--- src/rtl/traffic_pkg.sv ---
// rtl/traffic_pkg.sv - phase encoding, lamp patterns and phase durations for the intersection sequencer
package traffic_pkg;

    typedef enum logic [2:0] {
        NS_G  = 3'd0,
        NS_Y  = 3'd1,
        AR1   = 3'd2,
        EW_G  = 3'd3,
        EW_Y  = 3'd4,
        AR2   = 3'd5,
        NIGHT = 3'd6
    } phase_t;

    // Lamp bit order is {red, yellow, green}
    localparam logic [2:0] LAMP_R   = 3'b100;
    localparam logic [2:0] LAMP_Y   = 3'b010;
    localparam logic [2:0] LAMP_G   = 3'b001;
    localparam logic [2:0] LAMP_OFF = 3'b000;

    function automatic logic [6:0] phase_dur(
        input phase_t s,
        input int     g_ns,
        input int     g_ew,
        input int     t_y,
        input int     t_ar
    );
        case (s)
            NS_G:       return 7'(g_ns);
            EW_G:       return 7'(g_ew);
            NS_Y, EW_Y: return 7'(t_y);
            AR1, AR2:   return 7'(t_ar);
            default:    return 7'd0;
        endcase
    endfunction

    function automatic phase_t next_phase(input phase_t s);
        case (s)
            NS_G:    return NS_Y;
            NS_Y:    return AR1;
            AR1:     return EW_G;
            EW_G:    return EW_Y;
            EW_Y:    return AR2;
            default: return NS_G;
        endcase
    endfunction

endpackage

--- src/rtl/traffic_phase_ctrl.sv ---
// rtl/traffic_phase_ctrl.sv - two-way intersection phase sequencer with pedestrian shortening and night flash
module traffic_phase_ctrl
    import traffic_pkg::*;
#(
    parameter int G_NS  = 30,
    parameter int G_EW  = 25,
    parameter int T_Y   = 3,
    parameter int T_AR  = 2,
    parameter int MIN_G = 5
) (
    input  logic       clk,
    input  logic       rst,
    input  logic       sec_last,
    input  logic       sec_pre_last,
    input  logic       ped_req,
    input  logic       night_mode,
    output logic       cnt_en,
    output logic [2:0] ns_light,
    output logic [2:0] ew_light,
    output logic [6:0] remain,
    output logic       change_soon,
    output logic       ped_walk
);

    phase_t     state;
    phase_t     state_nx;
    phase_t     succ;
    logic [6:0] remain_nx;
    logic       lit;
    logic       lit_nx;
    logic       ped_pend;
    logic       ped_pend_nx;
    logic [2:0] ns_nx;
    logic [2:0] ew_nx;

    always_ff @(posedge clk) begin
        if (rst) begin
            state  <= AR2;
            remain <= 7'(T_AR);
            lit    <= 1'b1;
        end else begin
            state  <= state_nx;
            remain <= remain_nx;
            lit    <= lit_nx;
        end
    end

    always_comb begin
        state_nx  = state;
        remain_nx = remain;
        lit_nx    = lit;
        succ      = next_phase(state);
        if (sec_last) begin
            if (state == NIGHT) begin
                if (!night_mode) begin
                    state_nx  = AR2;
                    remain_nx = 7'(T_AR);
                end else begin
                    lit_nx = ~lit;
                end
            end else if (remain == 7'd1) begin
                // Night mode is only honoured at the end of an all-red phase
                if ((state == AR1 || state == AR2) && night_mode) begin
                    state_nx  = NIGHT;
                    remain_nx = 7'd0;
                    lit_nx    = 1'b1;
                end else begin
                    state_nx  = succ;
                    remain_nx = phase_dur(succ, G_NS, G_EW, T_Y, T_AR);
                end
            end else if (state == NS_G && ped_pend && remain > 7'(MIN_G)) begin
                remain_nx = 7'(MIN_G);
            end else begin
                remain_nx = remain - 7'd1;
            end
        end
    end

    always_comb begin
        ns_nx = LAMP_R;
        ew_nx = LAMP_R;
        case (state_nx)
            NS_G:  ns_nx = LAMP_G;
            NS_Y:  ns_nx = LAMP_Y;
            EW_G:  ew_nx = LAMP_G;
            EW_Y:  ew_nx = LAMP_Y;
            NIGHT: begin
                ns_nx = lit_nx ? LAMP_Y : LAMP_OFF;
                ew_nx = lit_nx ? LAMP_Y : LAMP_OFF;
            end
            default: ;
        endcase
    end

    // Entering EW_G serves the pending request, so the clear beats a same-cycle press
    assign ped_pend_nx = (state_nx == EW_G && state != EW_G) ? 1'b0 : (ped_pend | ped_req);

    always_ff @(posedge clk) begin
        if (rst) begin
            ns_light <= LAMP_R;
            ew_light <= LAMP_R;
        end else begin
            ns_light <= ns_nx;
            ew_light <= ew_nx;
        end
    end

    always_ff @(posedge clk) begin
        if (rst) begin
            cnt_en      <= 1'b0;
            change_soon <= 1'b0;
            ped_walk    <= 1'b0;
            ped_pend    <= 1'b0;
        end else begin
            cnt_en      <= 1'b1;
            change_soon <= (remain == 7'd1) && sec_pre_last && (state != NIGHT);
            ped_walk    <= (state_nx == EW_G);
            ped_pend    <= ped_pend_nx;
        end
    end

endmodule

--- config.mk ---
export PLATFORM = sky130hd
export DESIGN_NAME = traffic_phase_ctrl
export DESIGN_NICKNAME = d
export VERILOG_FILES = /design/src/rtl/traffic_pkg.sv /design/src/rtl/traffic_phase_ctrl.sv
export SDC_FILE = /design/constraint.sdc
export NUM_CORES = 1
export LEC_CHECK = 0
export CORE_UTILIZATION = 50
export DETAILED_ROUTE_END_ITERATION = 16
export DONT_BUFFER_PORTS = 1
export PLACE_DENSITY = 0.78
export SLEW_MARGIN = 30
export SYNTH_ARGS = -nofsm -noshare
export SYNTH_HDL_FRONTEND = slang
export SYNTH_SLANG_ARGS = --single-unit
--- constraint.sdc ---
create_clock -name clk -period 1.7 [get_ports clk]
set_input_delay 0.17 -clock clk [delete_from_list [all_inputs] [get_ports clk]]
set_output_delay 0.17 -clock clk [all_outputs]
set_load 0.005 [all_outputs]
==> results of run 1 <==
==> through the flow <==
| step | setup slack, ps | hold slack (ps) |
|---|---|---|
| 2_1_floorplan | 4.76 | 316 |
| 3_3_place_gp | -14.8 | 235 |
| 3_5_place_dp | -56.4 | 235 |
| 4_1_cts | -76.7 | -101 |
| 5_1_grt | -168 | 11.8 |
| 6_report | -141 | 19.2 |
==> final timing paths <==
kind,endpoint,start,slack [ps]
max,remain[5],remain[6],-140
min,cnt_en,rst,20
max reg2reg,remain[5],remain[6],-140
min reg2reg,ped_pend,ped_pend,530
==> layout make-up <==
| type | count | area, sq um | area share |
|---|---|---|---|
| Inverter | 6 | 22.5 | 0.0144 |
| Timing Repair Buffer | 31 | 245 | 0.157 |
| Multi-Input combinational cell | 112 | 796 | 0.510 |
| Tap cell | 28 | 35.0 | 0.0225 |
| Sequential cell | 21 | 434 | 0.278 |
| Clock buffer | 4 | 26.3 | 0.0169 |
==> cells by family (layout without fill, tap and decap cells) <==
group                    Yosys count  count (layout)  share of synthesized area
AO/OA/AOI/OAI                     46              46                      0.257
adder cells (fa/ha/maj)            2               2                     0.0205
flip-flops                        21              21                      0.344
AND/OR/NAND/NOR                   61              61                      0.282
multiplexers                       1               1                     0.0123
XOR/XNOR                           2               2                     0.0143
buffers and inverters             12              41                     0.0697
==> cells in the mapped netlist, drive strengths merged <==
library cell | number | area share
a32oi | 1 | 0.0072
a21boi | 2 | 0.012
mux2 | 1 | 0.012
o211ai | 1 | 0.0061
nand3b | 2 | 0.012
or2 | 2 | 0.012
o31ai | 2 | 0.016
a311o | 2 | 0.017
clkbuf | 6 | 0.051
and2b | 2 | 0.014
nor3 | 5 | 0.029
nor2b | 4 | 0.020
a21oi | 9 | 0.040
or4b | 1 | 0.0082
nand2 | 19 | 0.058
a31oi | 2 | 0.010
and3 | 4 | 0.022
nand3 | 3 | 0.016
inv | 6 | 0.018
a21o | 1 | 0.0061
nor2 | 10 | 0.031
ha | 2 | 0.020
xor2 | 2 | 0.014
o21ba | 1 | 0.0082
o21ai | 15 | 0.061
a211oi | 2 | 0.012
or3 | 2 | 0.014
o21a | 1 | 0.0061
a311oi | 1 | 0.0072
o22ai | 3 | 0.027
nand4bb | 1 | 0.0092
a22oi | 2 | 0.012
o2111ai | 1 | 0.0072
nand2b | 3 | 0.015
and2 | 1 | 0.0072
or4 | 1 | 0.0061
nor3b | 1 | 0.0061
dfxtp | 21 | 0.34
==> worst register-to-register path: stages, from the launching register on <==
cell and delay, ps:
dfxtp_2 360, or4_1 560, a21oi_2 200, o2111ai_2 190, buf_4 190, o31ai_1 250
==> repair_timing <==
action,CTS,global route
endpoints found under the hold margin,7,6
pin swaps,4,3
buffers inserted,1,1
hold buffers,1,1
gates resized for setup,9,13
setup endpoints to repair,12,13
==> routing by layer <==
| metal | vias to the layer above | GRT usage |
|---|---|---|
| met5 | - | 0 |
| met4 | 0 | 0.126 |
| met3 | 10 | 0.0536 |
| met2 | 77 | 0.418 |
| met1 | 592 | 0.372 |
| li1 | 584 | - |
==> state kept, by name (all words and copies together) (netlist names) <==
name         cells
remain           7
ped_pend         1
ped_walk         1
state            3
lit              1
ew_light         3
ns_light         3
change_soon      1
cnt_en           1
==> power breakdown <==
group | leakage (nW) | internal [mW] | switching [mW] | total (mW)
sequential | 0.173 | 0.518 | 0.0254 | 0.543
combinational | 0.465 | 0.151 | 0.163 | 0.314
clock | 0.0150 | 0.0916 | 0.156 | 0.247
total | 0.653 | 0.760 | 0.344 | 1.10
==> impl_results.md, run 1 <==
- Area of the core: 2250 sq um
- Unrepaired setup endpoints after global routing: yes
- CP Capture Type: flip-flop
- Total grt overflow: 0
- Critical path depth: 5
- Clock skew: about 7.4 ps
- Post-synthesis sequential area ratio: 0.344
- Peak Freq: 543 MHz
- CP required: roughly 1900 ps
- DRC: 0
- First drt pass iteration count: 7
- Post-Syn Nets: 153
- H-tree depth: 1
- Dpl hpwl: 2.44 mm
- YS warnings: 0
- Vias in the first global route: 1145
- Worst path slowest cell: or4_1
- Clock Tree Root: clkbuf_4
- Antenna diode instance count: 0
- Most common cell after layout, fill and taps aside: buf_4
- Top-Level Pins: 22
- CP bufs+invs: 1
- Die Y: between 50 and 60 um
- Distinct cells, synth: 49
- Peak VDD IR: ~0.6 mV
- Crit path max-delay family: compound AO/OA/AOI/OAI gates
- Initial core utilization: 0.542
- Pwr dens: 708 nW/um^2
- I/O Buffers: 0
- Metal-1 WL: approximately 1.4 mm
- Via count: 1263
- Crit path kind: flip-flop to flip-flop
- Worst-Skew Late Latency: between 300 and 400 ps
- Clock-pin slew on the worst setup and hold paths: 120 ps
- First-pass GRT wire length: 5.31 mm
- Final setup margin: -141 ps
- Fin crit share: 1.08
- Worst Reg2Reg Path Length in Cells: 5
- Maximum clock path buffer count: 2
- CP max FO: 3
- Post-route cell area: 1560 sq um
- Final WL: 3.45 mm
- Worst Max-Slew Pin Slew: approximately 480 ps
- Clock buffer count from CTS: 3
- Top Layer Used: met4
- Mapped Cells: about 150
- Critical Path AT: 2060 ps
- Ratio of cells with drive above 1 in the final layout: 0.391
- Largest net degree at the start of global routing: 13
- Failing checks: negative setup slack
- Initial antenna violation count: 0
- Nature of the critical path startpoint: flip-flop
- Worst slew margin: 0.681
- Max-cap viol count: 0
- Met2 WL: roughly 1.7 mm
- # nets final: 183
- Flops & latches, synth: 21
- Total GRT Usage: 0.275
- Final setup fails: 7
- Fin util: 0.691
- Violation count after the first detailed-route iteration: 61
- Drt wl/cell: 17.1 um
- Syn_area_per_cell: ~8.4 sq um
- Placer Congestion: between 0.8 and 0.9
- TritonCTS clock tree: built
- Inst Count DP: just under 200
- Max-slew violations: 0
- Final setup TNS: -408 ps
- Metal3 WL: 348 um
- WHS Path Cells: 1
- Fill count: between 150 and 200
- Most frequent cells in the layout: buf_4 (27), nand2_1 (19), dfxtp_1 (12)
- Final Critical Period: 1840 ps
- Final cell count without fillers: 202
- Final number of hold-violating endpoints: 0
- Die Width: 51.4 um
- Post-Syn Area: 1220 sq um
- Syn-to-layout area delta: 27.7%
- Lkg Pwr: 0.653 nW
- Worst-path cell chain: or4_1 -> a21oi_2 -> o2111ai_2 -> buf_4 -> o31ai_1
- CTS sink cnt: 21
- Via-to-Cell Ratio: between 6 and 7
- # rows: 17
- Worst Hold Class: input pin to flip-flop
- CP max stage delay: 560 ps
- DRT antenna net count: 0
- Die area: 2640 sq um
- Status: finished with violations
- Power Total: 1.10 mW
- Dpl cell area: roughly 1400 sq um
No activity file was read; power rests on OpenSTA's default activity.
==> inputs of run 2 (changes only) <==
--- a/config.mk
+++ b/config.mk
@@ -6,6 +6,7 @@
 export NUM_CORES = 1
 export LEC_CHECK = 0
 export CORE_UTILIZATION = 50
+export CTS_CLUSTER_SIZE = 40
 export DETAILED_ROUTE_END_ITERATION = 16
 export DONT_BUFFER_PORTS = 1
 export PLACE_DENSITY = 0.78
==> results of run 2 <==
Final layout, timing and power as in run 1 (identical DEF).
==> inputs of run 3 (changes only) <==
--- a/config.mk
+++ b/config.mk
@@ -14,3 +14,4 @@
 export SYNTH_ARGS = -nofsm -noshare
 export SYNTH_HDL_FRONTEND = slang
 export SYNTH_SLANG_ARGS = --single-unit
+export TNS_END_PERCENT = 1
==> run 3 against run 2 <==
The flow finishes with violations (negative hold slack, negative setup slack). Clock power increased by 2%. Critical path type unchanged. Sequential cell count unchanged. Sequential power about the same. Final area decreased by 1.8%. Critical path depth increased by 1.
==> impl_results.md, run 3 (same netlist as run 1, synthesis figures left out) <==
- Status: finished with violations
- Failing checks: negative hold slack, negative setup slack
- Final setup TNS: -332 ps (+75.7 ps)
- CP required: 1960 ps (+50 ps)
- NetSw: 0.344 mW (about the same)
- Top-Level Pins: 22 (unchanged)
- Via count: 1249 (-1.1%)
- Seq. cell area: 432 sq um (-0.58%)
- Pwr dens: 719 nW/um^2 (+1.6%)
- Multi-input logic area: 791 sq um (-0.63%)
- Largest net degree at the start of global routing: 13 (unchanged)
- Reg2reg end: ns_light[2]
- Critical path depth: 6 (+1)
- Top reg by flops: remain
- Worst Hold Class: input pin to flip-flop
- Total GRT Usage: 0.269 (-0.00620)
- Worst Max-Slew Pin Slew: 468 ps (-8.46 ps)
- Maximum clock path buffer count: 2 (unchanged)
- H-tree depth: 1 (unchanged)
- Final WL: 3.33 mm (-3.6%)
- Die area: 2640 sq um (unchanged)
- CP max FO: 6 (+3)
- Fin util: 0.679 (-0.0128)
- Worst path slowest cell: or3_4
- Clock Tree Root: clkbuf_4
- Share of power burned in the clock network: 0.229 (+0.005)
- TritonCTS clock tree: built
- Logic pwr share: 0.278 (-0.006)
- DRT antenna net count: 0 (unchanged)
- Worst setup path endpoint: ns_light[2]
- R2r setup slk: -90 ps (+50 ps)
- Peak VDD IR: 0.619 mV (+1.9%)
- CP bufs+invs: 0 (-1)
- # rows: 17 (unchanged)
- Int Pwr: 0.757 mW (-0.45%)
- CP Capture Type: flip-flop
- Setup WS pre-CTS: -56.4 ps (unchanged)
- Max FFs per register: 7 (unchanged)
- Violation count after the first detailed-route iteration: 50 (-18%)
- Clock skew: 1.89 ps (-5.47 ps)
- First-pass GRT wire length: 5.16 mm (-2.9%)
- Power Total: 1.10 mW (-0.32%)
- Drt wl/cell: 16.6 um (-2.6%)
- Nature of the critical path startpoint: flip-flop
- Die Y: 51.4 um (unchanged)
- Syn-to-layout area delta: 25.3%
- Sequential share of power: 0.492 (about the same)
- Fin crit share: 1.05 (-0.0305)
- Crit path max-delay family: simple AND/OR/NAND/NOR gates
- Worst R2R Start: remain[3]
- Unrepaired setup endpoints after global routing: yes
- Final setup margin: -89.0 ps (+51.8 ps)
- Most common cell after layout, fill and taps aside: buf_4
- Final number of hold-violating endpoints: 6 (+6)
- Final cell count without fillers: 200 (-0.99%)
- Fill count: 184 (-1.6%)
- Initial antenna violation count: 0 (unchanged)
- Worst-path cell chain: or3_4 -> or2_4 -> a21oi_2 -> a311o_2 -> mux2_4 -> nand2_1
- Critical Path AT: 2050 ps (about the same)
- Post-route cell area: 1530 sq um (-1.8%)
- CP max stage delay: 420 ps (-140 ps)
- CP startpoint: remain[3]
- Total grt overflow: 0 (unchanged)
- Crit path kind: flip-flop to flip-flop
- Via-to-Cell Ratio: 6.25 (-0.12%)
- Area of the core: 2250 sq um (unchanged)
- Final Critical Period: 1790 ps (-51.8 ps)
- Cts hold-fix bufs: 1 (unchanged)
- Sw frac: 0.313 (+0.000920)
- Most frequent cells in the layout: buf_4 (27), nand2_1 (19), dfxtp_1 (14)
- Lkg Pwr: 0.641 nW (-1.9%)
- I/O Buffers: 0 (unchanged)
- Ratio of cells with drive above 1 in the final layout: 0.372 (-0.0187)
- Antenna diode instance count: 0 (unchanged)
- Dpl cell area: 1440 sq um (unchanged)
- Dpl hpwl: 2.44 mm (unchanged)
- Vias in the first global route: 1123 (-1.9%)
- Final setup fails: 8 (+1)
- # nets final: 181 (-1.1%)
- Initial core utilization: 0.542 (unchanged)
- Placer Congestion: 0.897 (unchanged)
- Peak Freq: 559 MHz (+2.9%)
- Clock buffer count from CTS: 3 (unchanged)
- Worst Reg2Reg Path Length in Cells: 6 (+1)
- DRC: 0 (unchanged)
- Worst-Skew Late Latency: 310 ps (about the same)
- Max-slew violations: 0 (unchanged)
- Hold WS: -98.9 ps (-118 ps)
- Worst slew margin: 0.687 (+0.00567)
- First drt pass iteration count: 5 (-2)
- Max-cap viol count: 0 (unchanged)
- Clock-pin slew on the worst setup and hold paths: 120 ps (about the same)
- CTS sink cnt: 21 (unchanged)
- Die Width: 51.4 um (unchanged)
- Inst Count DP: 194 (unchanged)
- Hold path start: rst
run 3: cell types whose count changed in the layout (fill, tap and decap cells not counted), sizes merged:
cell / change
dlygate4sd3: -1
buf: -1
run 3: worst min-delay path by stage:
stage / endpoint / slack, ps / cells past startpoint
after floorplan: change_soon / 320 / 1
after global placement: ns_light[1] / 230 / 1
after detailed placement: remain[2] / 240 / 1
after CTS: remain[2] / -100 / 1
after global routing: remain[2] / -130 / 1
final: ns_light[1] / -100 / 1
run 3: layout make-up:
cell class	count	share of cell area
Sequential cell	21	0.282
Tap cell	28	0.0229
Clock buffer	4	0.0172
Timing Repair Buffer	29	0.146
Inverter	6	0.0147
Multi-Input combinational cell	112	0.517
run 3: layer usage:
metal,up-vias,GRT usage,share of wire
met5,-,0,0
met4,0,0.122,0.041
met3,18,0.0655,0.097
met2,80,0.409,0.47
met1,568,0.356,0.39
li1,583,-,-
run 3: power groups by stage:
stage | clock network (mW) | logic [mW] | registers, mW
floorplan | 0 | 0.172 | 0.555
global placement | 0 | 0.263 | 0.548
detailed placement | 0 | 0.274 | 0.550
CTS | 0.250 | 0.290 | 0.538
global route | 0.286 | 0.327 | 0.545
finish | 0.253 | 0.306 | 0.542
run 3: repair_timing:
action / CTS / global route
hold endpoints to repair: 7 / 6
resized for setup: 3 / 14
buffers inserted: 1 / 0
pin swaps: 3 / 2
setup endpoints to repair: 12 / 15
